<file path="config.mk">
export PLATFORM = sky130hd
export DESIGN_NAME = sram_arbiter
export DESIGN_NICKNAME = d
export VERILOG_FILES = /design/src/rtl/sram_arbiter.sv
export SDC_FILE = /design/constraint.sdc
export NUM_CORES = 1
export LEC_CHECK = 0
export ABC_AREA = 1
export BUFFER_PORTS_ARGS = -buffer_cell sky130_fd_sc_hd__buf_2
export CAP_MARGIN = 20
export CORE_AREA = 4 4 117 119
export DETAILED_ROUTE_END_ITERATION = 12
export DIE_AREA = 0 0 121 123
export PLACE_DENSITY = 0.68
export SYNTH_ARGS = -nofsm -noshare
export SYNTH_HDL_FRONTEND = slang
export SYNTH_SLANG_ARGS = --single-unit
export TNS_END_PERCENT = 30
</file>
<file path="constraint.sdc">
create_clock -name clk -period 2.9 [get_ports clk]
set_input_delay 0.435 -clock clk [delete_from_list [all_inputs] [get_ports clk]]
set_output_delay 0.435 -clock clk [all_outputs]
set_load 0.01 [all_outputs]
</file>
<file path="src/rtl/sram_arbiter.sv">
// Two-requester arbiter in front of a single-port SRAM with one-cycle read latency.
// Define ARB_ROUND_ROBIN_EN for round-robin tie-breaking; otherwise data wins ties.
module sram_arbiter #(
    parameter int XLEN = 32
) (
    input  logic            clk,
    input  logic            reset,

    input  logic            inst_req_en,
    input  logic [3:0]      inst_req_wen,
    input  logic [XLEN-1:0] inst_req_addr,
    input  logic [XLEN-1:0] inst_req_wdata,
    output logic            inst_req_ready,
    output logic            inst_rsp_valid,
    output logic [XLEN-1:0] inst_rsp_rdata,
    input  logic            inst_rsp_ready,

    input  logic            data_req_en,
    input  logic [3:0]      data_req_wen,
    input  logic [XLEN-1:0] data_req_addr,
    input  logic [XLEN-1:0] data_req_wdata,
    output logic            data_req_ready,
    output logic            data_rsp_valid,
    output logic [XLEN-1:0] data_rsp_rdata,
    input  logic            data_rsp_ready,

    output logic            mem_en,
    output logic [3:0]      mem_wen,
    output logic [XLEN-1:0] mem_addr,
    output logic [XLEN-1:0] mem_wdata,
    input  logic [XLEN-1:0] mem_rdata
);

    logic            pendInst_q, pendInst_d;
    logic            pendData_q, pendData_d;
    logic            holdValidInst_q, holdValidInst_d;
    logic            holdValidData_q, holdValidData_d;
    logic [XLEN-1:0] holdInst_q, holdInst_d;
    logic [XLEN-1:0] holdData_q, holdData_d;

    logic eligInst, eligData;
    logic grantInst, grantData;

`ifdef ARB_ROUND_ROBIN_EN
    typedef enum logic {
        SRC_INST = 1'b0,
        SRC_DATA = 1'b1
    } src_e;

    src_e lastGrant_q, lastGrant_d;
`endif

    // A side with a read in flight (pending or held) may not issue again.
    assign eligInst = inst_req_en && !pendInst_q && !holdValidInst_q;
    assign eligData = data_req_en && !pendData_q && !holdValidData_q;

    always_comb begin
        grantInst = 1'b0;
        grantData = 1'b0;
        if (!reset) begin
            if (eligInst && eligData) begin
`ifdef ARB_ROUND_ROBIN_EN
                grantInst = (lastGrant_q == SRC_DATA);
                grantData = (lastGrant_q == SRC_INST);
`else
                grantData = 1'b1;
`endif
            end else begin
                grantInst = eligInst;
                grantData = eligData;
            end
        end
    end

    always_comb begin
        inst_req_ready = grantInst;
        data_req_ready = grantData;
        mem_en         = grantInst || grantData;
        mem_wen        = '0;
        mem_addr       = '0;
        mem_wdata      = '0;
        if (grantInst) begin
            mem_wen   = inst_req_wen;
            mem_addr  = inst_req_addr;
            mem_wdata = inst_req_wdata;
        end else if (grantData) begin
            mem_wen   = data_req_wen;
            mem_addr  = data_req_addr;
            mem_wdata = data_req_wdata;
        end
    end

    // Read data passes straight through in the pending cycle unless a held copy exists.
    always_comb begin
        inst_rsp_valid = pendInst_q || holdValidInst_q;
        data_rsp_valid = pendData_q || holdValidData_q;
        inst_rsp_rdata = '0;
        data_rsp_rdata = '0;
        if (holdValidInst_q) begin
            inst_rsp_rdata = holdInst_q;
        end else if (pendInst_q) begin
            inst_rsp_rdata = mem_rdata;
        end
        if (holdValidData_q) begin
            data_rsp_rdata = holdData_q;
        end else if (pendData_q) begin
            data_rsp_rdata = mem_rdata;
        end
    end

    always_comb begin
        pendInst_d      = grantInst && (inst_req_wen == 4'b0000);
        pendData_d      = grantData && (data_req_wen == 4'b0000);
        holdValidInst_d = holdValidInst_q;
        holdValidData_d = holdValidData_q;
        holdInst_d      = holdInst_q;
        holdData_d      = holdData_q;
        if (pendInst_q && !inst_rsp_ready) begin
            holdValidInst_d = 1'b1;
            holdInst_d      = mem_rdata;
        end else if (holdValidInst_q && inst_rsp_ready) begin
            holdValidInst_d = 1'b0;
        end
        if (pendData_q && !data_rsp_ready) begin
            holdValidData_d = 1'b1;
            holdData_d      = mem_rdata;
        end else if (holdValidData_q && data_rsp_ready) begin
            holdValidData_d = 1'b0;
        end
    end

`ifdef ARB_ROUND_ROBIN_EN
    always_comb begin
        lastGrant_d = lastGrant_q;
        if (grantInst) begin
            lastGrant_d = SRC_INST;
        end else if (grantData) begin
            lastGrant_d = SRC_DATA;
        end
    end

    always_ff @(posedge clk or posedge reset) begin
        if (reset) begin
            lastGrant_q <= SRC_DATA;
        end else begin
            lastGrant_q <= lastGrant_d;
        end
    end
`endif

    always_ff @(posedge clk or posedge reset) begin
        if (reset) begin
            pendInst_q      <= 1'b0;
            pendData_q      <= 1'b0;
            holdValidInst_q <= 1'b0;
            holdValidData_q <= 1'b0;
        end else begin
            pendInst_q      <= pendInst_d;
            pendData_q      <= pendData_d;
            holdValidInst_q <= holdValidInst_d;
            holdValidData_q <= holdValidData_d;
        end
    end

    // Held data is only visible behind its valid flag, so it carries no reset.
    always_ff @(posedge clk) begin
        holdInst_q <= holdInst_d;
        holdData_q <= holdData_d;
    end

endmodule
</file>
# Yosys cells after proc, flatten, opt, wreduce, memory -nomap -nowiden
# Index checks and enable logic that the tools add are counted.
[word_totals]
output_inout_bits = 137
inputBits = 174
wordCells = 48
regBits = 68
[classes]
mux = 18
reduce_logical = 24
[ops]
columns = ["cell", "n"]
rows = [
  ["$mux 32", 8],
  ["$logic_and 1x1->1", 11],
  ["$logic_not 4->1", 2],
  ["$mux 1", 8],
  ["$mux 4", 2],
  ["$logic_not 1->1", 6],
  ["$reduce_bool 2->1", 2],
  ["$logic_or 1x1->1", 3],
]

# Longest topological paths before layout
[depth]
word_depth = 8
ltp_mapped = 8
ltp_nobuf = 5

# Worst setup path after synthesis
# No wires, ideal clock.
[synth_path]
kind = "reg-to-reg"
startpoint = "reg pendData_q"
endpoint = "reg holdData_q[0] (enable)"
period_less_slack_ns = 2.266
setup_ns = 0.421
stages_incl_launch_ff = 3
arrival_time_ns = 1.845
required_time_ns = 2.479
path_slack_ns = 0.634
path_buffers = 0
cell_sequence = "dfrtp_1 -> inv_2 -> nor2_1"
[synth_via]
elab_chain_cells = 1
[synth_lines]
columns = ["element", "line_no", "text"]
rows = [
  ["start, declared", "35", "logic pendData_q, pendData_d;"],
  ["start signal, assigned", "159", "pendData_q <= pendData_d;"],
  ["$logic_and 1x1->1", "124", "if (pendData_q && !data_rsp_ready) begin"],
  ["end signal, assigned", "168", "holdData_q <= holdData_d;"],
  ["end, declared", "39", "logic [XLEN-1:0] holdData_q, holdData_d;"],
]
# No other way between the ends.
# A chain may end at the register's enable or synchronous reset.

# Worst setup path after layout
[layout_path]
startpoint = "reg holdValidData_q"
endpoint = "out mem_wdata[15]"
[layout_via]
elab_chain_cells = 7
elab_cells_between_ends = 9
classes_between = "mux (6); reduce/logical (3)"
[layout_lines]
columns = ["element", "line_no", "text"]
rows = [
  ["start, declared", "37", "logic holdValidData_q, holdValidData_d;"],
  ["start signal, assigned", "161", "holdValidData_q <= holdValidData_d;"],
  ["$logic_not 1->1 (*)", "55", "assign eligData = data_req_en && !pendData_q && !holdValidData_q;"],
  ["$logic_and 1x1->1 (*)", "55", ""],
  ["$logic_and 1x1->1", "61", "if (eligInst && eligData) begin"],
  ["$mux 1", "61", ""],
  ["$mux 1", "60", "if (!reset) begin"],
  ["$mux 32", "86", "end else if (grantData) begin"],
  ["$mux 32 (*)", "82", "if (grantInst) begin"],
  ["end, declared", "30", "output logic [XLEN-1:0] mem_wdata,"],
]
# Every way passes the cells marked *; elsewhere a longest branch is shown, timed or not.

==> results.toml <==
[cells_and_area]
final_common_cell = "buf_2"
drive_gt1_share_pct = 44.9
seq_area_um2 = 2020
final_cell_mix = "buf_2, nand2_1, nand4_1, edfxtp_1, nand3_1"
nets = 973
num-fill-cells = 1281
multi_input_area_um2 = 1770
synthToLayoutAreaGrowth_pct = 48.5
fin_cells = 977

[die]
num_rows = 41
boundaryPins = 311
die_w_um = 121
core-area_um2 = 12600
dieArea_um2 = 14900
initial_core_util_pct = 33.2
die_h_um = 123

[setup_path]
crit_arrival_ns = 2.08
worstSetupPathType = "reg2out"
cp-end-kind = "primary output"
start_kind = "register"
r2r_cells = 5
cp_data_required_time_ns = 2.47
critPathMaxFanout = 26

[clock_network]
numCtsBuffers = 9
cts_resized = 0
clock_latency_ns = 0.32
cts_buffer_depth = 2
path_clk_slew_ns = 0.05
holdBufCountCts = 0
cts_tree = "yes"
cts.sinks = 68
post-cts-setup-buffers = 0
cts-htree-levels = 3
root_buffer = "clkbuf_16"

[sta]
relSlewSlack_pct = 51.4
rsz0062_at_grt = "false"
maxSlewViolCount = 0
finalSetupTns_ns = 0
setup_viol = 0
fin_skew_ns = 0.00794
max_freq_mhz = 398
worstMarginPinSlew_ns = 0.729
period_share_pct = 86.6
fin_hold_ws_ns = 0.197
min_period_ns = 2.51
hold_viol_final = 0

[run_status]
status = "finished, final reports clean"

[global_route]
grt_pass1_wl_mm = 25.0
grt_overflow_total = 0
grt_usage_pct = 21.7
first_global_vias = 4582
grt_antenna_before_repair = 2
grt_max_degree = 74

[pwr]
p_leak_nw = 3.25
p_per_area_nw_per_um2 = 433
peakVddDrop_mv = 0.250

[yosys]
ys_warn_count = 0
synth_cell_types = 19
synth_cells = 511
synth_fp_nets = 685
synth.cell_area_um2 = 4180
avgSynthCellArea_um2 = 8.18
synth-seq-cells = 68
yosysSeqAreaShare_pct = 48.4

[route]
totalWireLength_mm = 17.2
avgRoutedWirePerCell_um = 17.6
drtAntennaViolNets = 0
drt_iter0_markers = 344
drtPass1Iterations = 6
drc = 0
viasPerCell = 5.00
vias = 4889

[place]
place_inst = 960
dp_hpwl_mm = 13.4
gp_congestion = 0.857
port_buffers = 310

[worst_hold_path]
hold_class = "in2async"

[flow_run]
maxCapViolations = 0
## path summary, 6_finish.rpt
path | start | to | slack (ns)
max | holdValidData_q$_DFFE_PP0P_ | mem_wdata[15] | 0.39
min | reset | pendInst_q$_DFF_PP0_ | 0.20
max reg2reg | holdValidData_q$_DFFE_PP0P_ | pendData_q$_DFF_PP0_ | 1.27
min reg2reg | holdValidInst_q$_DFFE_PP0P_ | holdValidInst_q$_DFFE_PP0P_ | 0.57
max in group asynchronous | reset | pendData_q$_DFF_PP0_ | 2.47
min in group clk | inst_rsp_ready | holdValidInst_q$_DFFE_PP0P_ | 0.29
## per-stage QoR
step | area [µm²] | util (%) | power, mW | worst slack [ns]
after floorplan | 4180 | - | 1.30 | 0.634
after global placement | 5880 | 46.8 | 1.55 | 0.703
after detailed placement | 5880 | 46.8 | 1.55 | 0.697
after CTS | 6200 | 49.4 | 2.71 | 0.373
after global routing | 6200 | 49.4 | 2.79 | 0.265
final | 6210 | 49.4 | 2.69 | 0.389
## layout make-up
cell class | instances | share of cell area, %
Timing Repair Buffer | 327 | 27.9
Sequential cell | 68 | 32.6
Clock inverter | 7 | 1.59
Clock buffer | 9 | 3.63
Inverter | 39 | 2.36
Tap cell | 172 | 3.47
Antenna cell | 1 | 0.0403
Multi-Input combinational cell | 354 | 28.5
## critical path: stages (launching register included)
cell and delay (ns):
dfrtp_1 0.38, buf_4 0.19, nor2_8 0.28, buf_4 0.35, nand4_1 0.25, nand2_1 0.15
buf_2 0.14
## power by group
group,switching [mW],total [mW],internal [mW]
clock network,0.399,1.15,0.756
logic,0.264,0.454,0.190
registers,0.00102,1.08,1.08
## cell families (layout without fill, tap and decap cells)
family,count (synthesis),in the layout,share of synthesized area (%)
other cells,0,1,0
compound gates,65,65,7.79
buf+inv,89,382,9.43
flops,68,68,48.4
simple gates,289,289,34.4
## cells in the mapped netlist
master,number,area share (%)
nand3_2,10,2.4
nand3_1,59,7.1
nor2_8,2,0.96
edfxtp_1,64,46
o21ai_0,34,4.1
or2_1,1,0.15
buf_6,4,1.1
clkbuf_1,22,2.0
nor2_1,9,0.81
nand2_2,1,0.15
inv_2,3,0.27
a21oi_1,1,0.12
nand4_1,68,10
buf_2,24,2.9
o21ai_1,30,3.6
nand2_4,1,0.27
inv_1,36,3.2
dfrtp_1,4,2.4
nand2_1,138,12
## metal layers
layer	global-route usage (%)	up-vias	wire length, µm
li1	-	2370	-
met1	28.0	2220	6860
met2	34.3	267	7950
met3	6.63	30	1840
met4	8.57	2	531
met5	0	-	8
## sequential cells by signal, summed over array words and instances (netlist names)
register,flops
pendInst_q,1
holdValidData_q,1
holdInst_q,32
holdData_q,32
holdValidInst_q,1
pendData_q,1
No activity file was read; power rests on OpenSTA's default activity.
